File: src/rtl/mat_xpose_dma_ctrl.sv
// mat_xpose_dma_ctrl
// Matrix-transpose DMA sequencer and arbiter for the single-port data RAM.
// It copies a rows x cols matrix of 16-bit words from cfg_src (row-major) to
// cfg_dst as its transpose (cols x rows, row-major). The CPU always has
// priority on the RAM, and the engine only uses cycles in which the CPU is idle.
//
// Build option: define MAT_XPOSE_IRQ_EN to get a sticky completion interrupt.
// When it is undefined, irq is tied low and irq_ack is ignored.
//
// Ports
//   mclk, reset_n               clock, asynchronous active-low reset
//   cfg_src/dst/rows/cols       transfer setup, latched when start is accepted
//   start                       one-cycle start request (ignored while busy)
//   busy, done, irq, irq_ack    status, completion pulse, interrupt and its clear
//   cpu_addr/cen/wen/din/dout   CPU data-memory port
//   mem_addr/cen/wen/din/dout   RAM port (read data valid one cycle after the access)
//
// state | meaning
// IDLE  | no transfer; waits for start
// RD    | requests a read of src_ptr; holds while the CPU owns the RAM
// CAP   | no request; latches the read word into data_q
// WR    | requests a write of data_q to dst_ptr; holds while the CPU owns the RAM
module mat_xpose_dma_ctrl #(
  parameter int ADDR_W = 11,
  parameter int DIM_W  = 4
) (
  input  logic              mclk,
  input  logic              reset_n,
  input  logic [ADDR_W-1:0] cfg_src,
  input  logic [ADDR_W-1:0] cfg_dst,
  input  logic [DIM_W-1:0]  cfg_rows,
  input  logic [DIM_W-1:0]  cfg_cols,
  input  logic              start,
  output logic              busy,
  output logic              done,
  output logic              irq,
  input  logic              irq_ack,
  input  logic [ADDR_W-1:0] cpu_addr,
  input  logic              cpu_cen,
  input  logic [1:0]        cpu_wen,
  input  logic [15:0]       cpu_din,
  output logic [15:0]       cpu_dout,
  output logic [ADDR_W-1:0] mem_addr,
  output logic              mem_cen,
  output logic [1:0]        mem_wen,
  output logic [15:0]       mem_din,
  input  logic [15:0]       mem_dout
);

  typedef enum logic [1:0] {S_IDLE, S_RD, S_CAP, S_WR} state_t;

  state_t            state_q, state_d;
  logic [ADDR_W-1:0] src_ptr, dst_ptr, dst_base;
  logic [DIM_W-1:0]  rows_q, cols_q, r_q, c_q;
  logic [15:0]       data_q;
  logic              done_q;

  logic              eng_cen;
  logic [1:0]        eng_wen;
  logic [ADDR_W-1:0] eng_addr;

  logic accept, zero_dim, wr_grant, last_col, last_elem, done_set;

  assign accept    = (state_q == S_IDLE) && start;
  assign zero_dim  = (cfg_rows == '0) || (cfg_cols == '0);
  // The engine request is granted whenever the CPU is not using the RAM.
  assign wr_grant  = (state_q == S_WR) && cpu_cen;
  assign last_col  = (c_q == cols_q - DIM_W'(1));
  assign last_elem = last_col && (r_q == rows_q - DIM_W'(1));
  assign done_set  = (accept && zero_dim) || (wr_grant && last_elem);

  always_ff @(posedge mclk or negedge reset_n) begin
    if (!reset_n) state_q <= S_IDLE;
    else          state_q <= state_d;
  end

  always_comb begin
    state_d  = state_q;
    eng_cen  = 1'b1;
    eng_wen  = 2'b11;
    eng_addr = '0;
    case (state_q)
      S_IDLE: if (accept && !zero_dim) state_d = S_RD;
      S_RD: begin
        eng_cen  = 1'b0;
        eng_addr = src_ptr;
        if (cpu_cen) state_d = S_CAP;
      end
      S_CAP: state_d = S_WR;
      S_WR: begin
        eng_cen  = 1'b0;
        eng_wen  = 2'b00;
        eng_addr = dst_ptr;
        if (cpu_cen) state_d = last_elem ? S_IDLE : S_RD;
      end
      default: state_d = S_IDLE;
    endcase
  end

  always_ff @(posedge mclk or negedge reset_n) begin
    if (!reset_n) begin
      src_ptr  <= '0;
      dst_ptr  <= '0;
      dst_base <= '0;
      rows_q   <= '0;
      cols_q   <= '0;
      r_q      <= '0;
      c_q      <= '0;
      data_q   <= '0;
      done_q   <= 1'b0;
    end else begin
      done_q <= done_set;
      if (accept) begin
        src_ptr  <= cfg_src;
        dst_ptr  <= cfg_dst;
        dst_base <= cfg_dst;
        rows_q   <= cfg_rows;
        cols_q   <= cfg_cols;
        r_q      <= '0;
        c_q      <= '0;
      end
      // The read word is on mem_dout during CAP whatever the CPU does in this
      // cycle, because a CPU access here only changes mem_dout on the next edge.
      if (state_q == S_CAP) data_q <= mem_dout;
      if (wr_grant) begin
        src_ptr <= src_ptr + ADDR_W'(1);
        if (!last_col) begin
          c_q     <= c_q + DIM_W'(1);
          dst_ptr <= dst_ptr + ADDR_W'(rows_q);
        end else begin
          // The next source row becomes the next destination column.
          c_q     <= '0;
          r_q     <= r_q + DIM_W'(1);
          dst_ptr <= dst_base + ADDR_W'(r_q) + ADDR_W'(1);
        end
      end
    end
  end

  assign busy     = (state_q != S_IDLE);
  assign done     = done_q;
  assign cpu_dout = mem_dout;

  assign mem_addr = cpu_cen ? eng_addr : cpu_addr;
  assign mem_cen  = cpu_cen ? eng_cen  : 1'b0;
  assign mem_wen  = cpu_cen ? eng_wen  : cpu_wen;
  assign mem_din  = cpu_cen ? data_q   : cpu_din;

`ifdef MAT_XPOSE_IRQ_EN
  logic irq_q;
  // A set on done takes priority over an acknowledge in the same cycle.
  always_ff @(posedge mclk or negedge reset_n) begin
    if (!reset_n)                irq_q <= 1'b0;
    else if (done_set)           irq_q <= 1'b1;
    else if (irq_ack && !done_q) irq_q <= 1'b0;
  end
  assign irq = irq_q;
`else
  logic irq_ack_unused;
  assign irq_ack_unused = irq_ack;
  assign irq = 1'b0;
`endif

endmodule

File: config.mk
export PLATFORM = sky130hd
export DESIGN_NAME = mat_xpose_dma_ctrl
export DESIGN_NICKNAME = d
export VERILOG_FILES = /design/src/rtl/mat_xpose_dma_ctrl.sv
export SDC_FILE = /design/constraint.sdc
export NUM_CORES = 1
export LEC_CHECK = 0
export CAP_MARGIN = 5
export CORE_ASPECT_RATIO = 0.8
export CORE_UTILIZATION = 25
export CTS_BUF_LIST = sky130_fd_sc_hd__clkbuf_8
export DETAILED_ROUTE_END_ITERATION = 10
export PLACE_DENSITY = 0.47
export SLEW_MARGIN = 20
export SYNTH_ARGS = -nofsm -noshare
export SYNTH_HDL_FRONTEND = slang
export SYNTH_SLANG_ARGS = --single-unit
File: constraint.sdc
create_clock -name mclk -period 3.9 [get_ports mclk]
set_clock_uncertainty 0.15 [all_clocks]
set_input_delay 1.17 -clock mclk [delete_from_list [all_inputs] [get_ports mclk]]
set_output_delay 1.17 -clock mclk [all_outputs]
set_load 0.05 [all_outputs]
-- After elaboration in Yosys (flattened, before gate mapping)
Cells that the tools add are included.
- $add $sub $neg: 8
- multiply operators: 0
- div/mod/pow operators: 0
- magnitude comparators: 0
- eq/ne operators: 8
- shift-type cells: 0
- multiplexer cells: 23
- bitwise gates (word level): 0
- reduce and logical (&&, ||, !) cells: 16
- operator list (operator ; number):
    11-bit 2-to-1 mux ; 6
    4-bit 2-to-1 mux ; 6
    11-bit by 1-bit adder with 11-bit output (second input constant) ; 2
    11-bit by 4-bit adder with 11-bit output ; 2
    11-bit case mux with 2 select lines ; 1
    16-bit 2-to-1 mux ; 1
    2-bit 2-to-1 mux ; 5
    4-bit by 1-bit adder with 4-bit output (second input constant) ; 2
    4-bit == test ; 2
    4-bit logical NOT ; 2
    2-bit case mux with 4 select lines ; 1
    4-bit by 1-bit subtractor with 4-bit output (second input constant) ; 2
    1-bit logical AND ; 6
    2-bit == test (second input constant) ; 2
    2-bit inequality test (second input constant) ; 2
    2-bit nonzero test ; 2
    1-bit 2-to-1 mux ; 3
    3-bit AND reduction ; 1
    2-bit by 1-bit == test with 1-bit output (second input constant) ; 1
    2-bit logical NOT ; 1
    1-bit logical OR ; 2
    2-bit by 1-bit inequality test with 1-bit output (second input constant) ; 1
    2-bit OR reduction ; 1
    1-bit logical NOT ; 1
- register bits: 68
- latch bits: 0
- bits in writable memories: 0
- bits in read-only memories: 0
- input bits: 80
- output and inout bits: 49
- word-level logic and storage cells: 65
- memories: 0

-- Depth between registers and ports, before layout
Gate-level depths: netlist of run 1.
- depth in word-level cells: 6
- depth in mapped cells: 10
- mapped depth without buffers: 8

-- Worst setup path before layout of run 1
OpenSTA, ideal clock, no wires.
- kind: input -> output
- from: in cpu_cen
- to: out mem_wen[0]
- arrival time: 2.622 ns
- data required time: 2.580 ns
- path slack: -0.042 ns
- stages on the path: 3
- buffers on the path: 2
- cell sequence: buf_2 > clkbuf_1 > o21ai_0
- longest elaborated chain between the ends: 1
- RTL lines (element ; RTL line ; RTL):
    start: declaration ; 39 ; input logic cpu_cen,
    2-bit 2-to-1 mux ; 146 ; assign mem_wen = cpu_cen ? eng_wen : cpu_wen;
    end: declaration ; 45 ; output logic [1:0] mem_wen,
No other way between the ends.

-- Worst setup path after layout of run 1
- from: reg state_q[0]
- to: out busy
- longest elaborated chain between the ends: 1
- RTL lines (element ; RTL line ; RTL):
    start: declaration ; 52 ; state_t state_q, state_d;
    start signal: assignment ; 74 ; else state_q <= state_d;
    2-bit nonzero test ; 140 ; assign busy = (state_q != S_IDLE);
    end: declaration ; 34 ; output logic busy,
No other way between the ends.

==> results.json, run 1 <==
{
  "cts_setup_buffers": 0,
  "synth_flop_cell": "dfrtp_1",
  "slew_headroom": 0.471,
  "start_kind": "flop",
  "synth_fa_ha_area_frac": 0.0594,
  "min_path_cells": 1,
  "critPathKind": "flop to primary output",
  "hold_viol_final": 0,
  "crit_slowest_cell": "clkdlybuf4s50_1",
  "placed_cells": 816,
  "hold_buffers": 0,
  "fin_util": 0.351,
  "dieArea_mm2": 0.0184,
  "multi_input_area_mm2": 0.00243,
  "die-height_um": 122,
  "synth_top_family_by_area": "compound AO/OA/AOI/OAI gates",
  "post-dp-hpwl_um": 10600,
  "rr_endpoint": "r_q[2]",
  "rsz0062_at_grt": "false",
  "worst_slew_pin_slew_ns": 0.794,
  "clk_pin_slew_ns": 0.08,
  "drtPass1Iterations": 4,
  "yosys.area_share.simple": 0.166,
  "antennaDiodeCount": 0,
  "drt-initial-drc-count": 262,
  "h-tree-depth": 3,
  "synth_edf_count": 0,
  "start_util": 0.256,
  "drc": 0,
  "muxShareOfSynthArea": 0.0879,
  "clock-sinks": 68,
  "critPathBufInv": 4,
  "clock-root-buffer": "clkbuf_8",
  "finalWorstSetupSlack_ns": 0.422,
  "yosysWarningCount": 0,
  "synthArstFlopShare": 1.00,
  "critical_path_depth": 5,
  "layout-drive-gt1-share": 0.198,
  "finalNetCount": 702,
  "area_growth_syn_to_layout_pct": 36.9,
  "clockBufferDepth": 2,
  "grt_antenna_before_repair": 0,
  "instances_no_fill": 832,
  "ys_ff_latch": 68,
  "hp-start": "dst_base[0]",
  "critPathMaxFanout": 10,
  "synth-compound-area-share": 0.191,
  "holdPathEnd": "dst_base[0]",
  "grt_pass1_wl_um": 22000,
  "yosys-top-cells-area": "dfrtp_1, mux2_2, ha_1",
  "leakage_uw": 0.00264,
  "drt_wl_total_um": 13900,
  "seq_area_mm2": 0.00170,
  "yosysSeqAreaShare": 0.381,
  "r2r_start": "state_q[1]",
  "critPathTopFamily": "buffers and inverters",
  "min_path_type": "flop to flop",
  "ios": 129,
  "cp_data_required_time_ns": 2.58,
  "pre_cts_slack_ns": 0.435,
  "synth_top_area_frac": 0.381,
  "power.density_mw_per_mm2": 768,
  "portBuffers": 126,
  "yosysTopAreaCell": "dfrtp_1",
  "synth_xor_area_frac": 0.0384,
  "synth_area_per_cell_um2": 8.99,
  "finalInstanceArea_mm2": 0.00612,
  "core.rowCount": 43,
  "max_freq_mhz": 288,
  "ant_nets": 0,
  "cts_resized": 0,
  "grt_pass1_vias": 3988,
  "die_w_um": 151,
  "num_vias": 4062,
  "ir_worst_vdd_mv": 0.271,
  "critPathMostFrequentCell": "inv_1",
  "fin_crit_ns": 3.48,
  "setup_violations": 0,
  "coreArea_mm2": 0.0174,
  "outcome": "finished, final reports clean",
  "ys_types": 59,
  "r2r_cells": 5,
  "syn-instance-count": 497,
  "clk_latency_ns": 0.36,
  "wl_per_cell_um": 16.7,
  "cts_buffers": 9,
  "drv_slew": 0,
  "grt_use_total": 0.157,
  "viasPerCell": 4.88,
  "grt_remaining_overflow": 0,
  "grt_max_degree": 32,
  "fill_cells": 1810,
  "finalSetupTns_ns": 0,
  "path_cells": "inv_1 > ha_1 > buf_4 > inv_1 > clkdlybuf4s50_1",
  "cp.arrival_ns": 2.16,
  "syn-num-nets": 597,
  "syn_area_mm2": 0.00447,
  "period_share": 0.892,
  "cap_violations": 0,
  "reg2reg_slack_ns": 1.28,
  "end_kind": "primary output",
  "cts_tree": "done",
  "gp_congestion": 0.816,
  "dpl_cell_area_mm2": 0.00592,
  "max_stage_delay_ns": 0.81
}
[worst register-to-register path, stage by stage (launching register included)]
cell and delay, ns:
dfrtp_1 0.41, ha_1 0.58, nand2_1 0.40, or3_1 0.57, or3_1 0.35, o221ai_1 0.08
[Yosys cell counts, types with 2 or more instances]
cell type / number
ha_1: 18
clkbuf_1: 21
buf_4: 17
a22oi_1: 13
a21oi_1: 23
o22ai_1: 5
nand2_1: 56
o31a_1: 2
o21ai_0: 23
nand3_1: 17
a21o_1: 9
o21a_1: 3
mux2_2: 34
a31oi_1: 11
and2_1: 2
fa_1: 2
or3_1: 3
nor3_1: 12
o31ai_1: 7
and4_1: 3
a211oi_1: 12
and3_1: 9
xor2_1: 10
nand2b_1: 3
buf_2: 3
nor4_1: 2
nor2_1: 40
nor3b_1: 2
a31o_2: 3
inv_1: 26
xnor2_1: 7
dfrtp_1: 68
or2_2: 2
a2111oi_0: 4
[report_power, final]
part	internal, uW	switching [uW]	leakage, uW	total (uW)
sequential	1030	343	0.000827	1370
combinational	1160	1540	0.00172	2710
clock	299	319	0.0000923	618
[routing by layer]
metal	up-vias	wire length (um)	track usage
met5	-	0	0
met4	0	126	0.0344
met3	12	639	0.0300
met2	94	6320	0.243
met1	1989	6800	0.224
li1	1967	-	-
[sequential cells by signal, summed over array words and instances (netlist names)]
name	flops
data_q	16
dst_base	11
dst_ptr	11
src_ptr	11
c_q	4
cols_q	4
r_q	4
rows_q	4
state_q	2
done	1
[worst max path at each step]
stage	from	to	slack, ns
2_1_floorplan	cpu_cen	mem_wen[0]	-0.04
3_3_place_gp	cpu_wen[0]	mem_wen[0]	0.44
3_5_place_dp	cpu_wen[1]	mem_wen[1]	0.43
4_1_cts	state_q[1]	busy	0.37
5_1_grt	state_q[1]	mem_addr[0]	0.29
6_report	state_q[0]	busy	0.42
[layout by cell type, fill, tap and decap left out, types with 5 or more instances in the layout]
master / Yosys / routed
a211oi_1: 12 / 12
a21o_1: 9 / 9
a21oi_1: 23 / 23
a22oi_1: 13 / 13
a31oi_1: 11 / 11
and3_1: 9 / 9
buf_12: 0 / 15
buf_4: 17 / 42
clkbuf_8: 0 / 9
clkdlybuf4s50_1: 0 / 78
dfrtp_1: 68 / 68
ha_1: 18 / 18
inv_1: 26 / 26
mux2_2: 34 / 34
nand2_1: 56 / 56
nand3_1: 17 / 17
nor2_1: 40 / 40
nor3_1: 12 / 12
o21ai_0: 23 / 23
o22ai_1: 5 / 5
o31ai_1: 7 / 7
xnor2_1: 7 / 7
xor2_1: 10 / 10
[kinds of logic (layout without fill, tap and decap cells)]
family                     count (synthesis)  in the layout
AOI/OAI and AO/OA                        127            127
xor gates and xnor gates                  18             18
adders and majority gates                 20             20
buffers and inverters                     69            179
DFF                                       68             68
muxes                                     35             35
other                                      1              1
and+or+nand+nor                          159            159
[area by class of cell]
type | count | share of cell area
Clock buffer | 9 | 0.0202
Timing Repair Buffer | 137 | 0.230
Tap cell | 225 | 0.0460
Inverter | 26 | 0.0160
Sequential cell | 68 | 0.278
Clock inverter | 7 | 0.0123
Multi-Input combinational cell | 360 | 0.397
[through the flow]
stage | power [uW] | hold slack [ns]
final | 4700 | 0.337
after global routing | 5060 | 0.357
after CTS | 4740 | 0.340
after detailed placement | 4110 | 0.320
after global placement | 4060 | 0.314
after floorplan | 3210 | 0.299
Note: power is estimated with default switching activity, not from simulation.
==> inputs of run 2 (changes only) <==
- PLACE_DENSITY: 0.47 -> default
- SETUP_SLACK_MARGIN: default -> 0.5
==> results.json, run 2 (synthesis gave the netlist of run 1 again) <==
{
  "final_common_cell": "clkdlybuf4s50_1",
  "antennaDiodeCount": 0,
  "drc": 0,
  "setup_violations": 0,
  "power.switching_uw": 2220,
  "cp.arrival_ns": 2.04,
  "min_path_type": "flop to flop",
  "die_w_um": 151,
  "largest_reg_flops": 16,
  "leakage_uw": 0.00275,
  "end_kind": "primary output",
  "fin_total_pwr_uw": 4890,
  "grt_pass1_wl_um": 21200,
  "p_clk_frac": 0.125,
  "worst_slew_pin_slew_ns": 0.917,
  "viasPerCell": 4.97,
  "die-height_um": 122,
  "fin_crit_ns": 3.36,
  "grt_antenna_before_repair": 0,
  "start_util": 0.256,
  "critPathMaxFanout": 1,
  "core.rowCount": 43,
  "pwr-share-seq": 0.279,
  "rsz0062_at_grt": "false",
  "ant_nets": 0,
  "reg2reg_slack_ns": 1.29,
  "dieArea_mm2": 0.0184,
  "drtPass1Iterations": 5,
  "h-tree-depth": 3,
  "netSwitchingFraction": 0.455,
  "drt_wl_total_um": 13200,
  "grt_use_total": 0.150,
  "clk_pin_slew_ns": 0.06,
  "period_share": 0.863,
  "fin_hold_ws_ns": 0.338,
  "hold_viol_final": 0,
  "drv_slew": 0,
  "grt_pass1_vias": 4085,
  "start_kind": "input port",
  "area_growth_syn_to_layout_pct": 44.0,
  "layout-drive-gt1-share": 0.220,
  "slew_headroom": 0.388,
  "crit_path_end": "mem_wen[1]",
  "hold_buffers": 0,
  "cts_buffers": 9,
  "min_path_cells": 1,
  "finalSetupTns_ns": 0,
  "regMostFlops": "data_q",
  "num_vias": 4146,
  "cap_violations": 0,
  "grt_remaining_overflow": 0,
  "max_freq_mhz": 297,
  "finalInstanceArea_mm2": 0.00644,
  "wl_per_cell_um": 15.8,
  "finalNetCount": 705,
  "coreArea_mm2": 0.0174,
  "clock-sinks": 68,
  "clk_latency_ns": 0.36,
  "critPathLaunch": "cpu_wen[1]",
  "clockBufferDepth": 2,
  "gp_congestion": 0.837,
  "fill_cells": 1763,
  "grt_max_degree": 69,
  "outcome": "finished, final reports clean",
  "post-dp-hpwl_um": 10100,
  "drt-initial-drc-count": 300,
  "p_int_uw": 2670,
  "critPathKind": "input port to primary output",
  "cp_data_required_time_ns": 2.58,
  "r2r_start": "r_q[0]",
  "clock-root-buffer": "clkbuf_8",
  "p_comb_frac": 0.597,
  "r2r_cells": 8,
  "dpl_cell_area_mm2": 0.00622,
  "portBuffers": 126,
  "power.density_mw_per_mm2": 760,
  "rr_endpoint": "dst_ptr[8]",
  "ios": 129,
  "cts_tree": "done",
  "final_cell_mix": "clkdlybuf4s50_1, dfrtp_1, nand2_1",
  "ir_worst_vdd_mv": 0.293
}
-- run 2: area by class of cell --
| type | count | area, um^2 | area share |
|---|---|---|---|
| Inverter | 26 | 97.6 | 0.0152 |
| Multi-Input combinational cell | 360 | 2560 | 0.397 |
| Clock inverter | 3 | 37.5 | 0.00583 |
| Sequential cell | 68 | 1700 | 0.264 |
| Tap cell | 225 | 282 | 0.0437 |
| Timing Repair Buffer | 140 | 1600 | 0.248 |
| Clock buffer | 12 | 165 | 0.0257 |
-- run 2: worst min-delay path by stage --
stage	slack [ns]	endpoint	startpoint
floorplan	0.30	dst_base[0]	dst_base[0]
global placement	0.32	dst_base[0]	dst_base[0]
detailed placement	0.33	dst_base[0]	dst_base[0]
CTS	0.35	dst_base[0]	dst_base[0]
global route	0.36	dst_base[2]	dst_base[2]
finish	0.34	dst_base[2]	dst_base[2]
-- run 2: stage by stage --
stage	setup slack, ns	instances	utilization
after CTS	0.528	834	0.369
final	0.536	834	0.369
after detailed placement	0.235	819	0.357
after floorplan	0.324	497	-
after global placement	0.269	819	0.357
after global routing	0.501	834	0.369
-- run 2: timing repair --
action	in CTS	in global routing
setup endpoints to repair	31	10
pin swaps	0	0
gates resized for setup	4	2
buffers inserted	0	0
hold endpoints to repair	0	0
-- run 2: power by group through the flow --
stage	registers [uW]	logic [uW]	clock network, uW
2_1_floorplan	1250	2040	0
3_3_place_gp	1350	2850	0
3_5_place_dp	1370	2920	0
4_1_cts	1360	2930	625
5_1_grt	1410	3200	654
6_report	1360	2920	610
-- run 2: worst max-delay path, stage by stage --
cell and delay (ns):
clkdlybuf4s50_1 0.46, inv_1 0.04, o21ai_1 0.20, buf_12 0.17
-- run 2: per-layer routing --
layer | global-route usage | share of wire | wire (um) | vias to the layer above
li1 | - | - | - | 1984
met5 | 0 | 0 | 0 | -
met1 | 0.210 | 0.47 | 6240 | 2003
met2 | 0.227 | 0.45 | 5940 | 149
met4 | 0.0369 | 0.0085 | 112 | 0
met3 | 0.0419 | 0.069 | 914 | 10
==> inputs of run 3 (changes only) <==
- CTS_CLUSTER_DIAMETER: default -> 60
==> results of run 3 <==
Same layout as run 2: the final DEF is identical, and so are final timing and power.
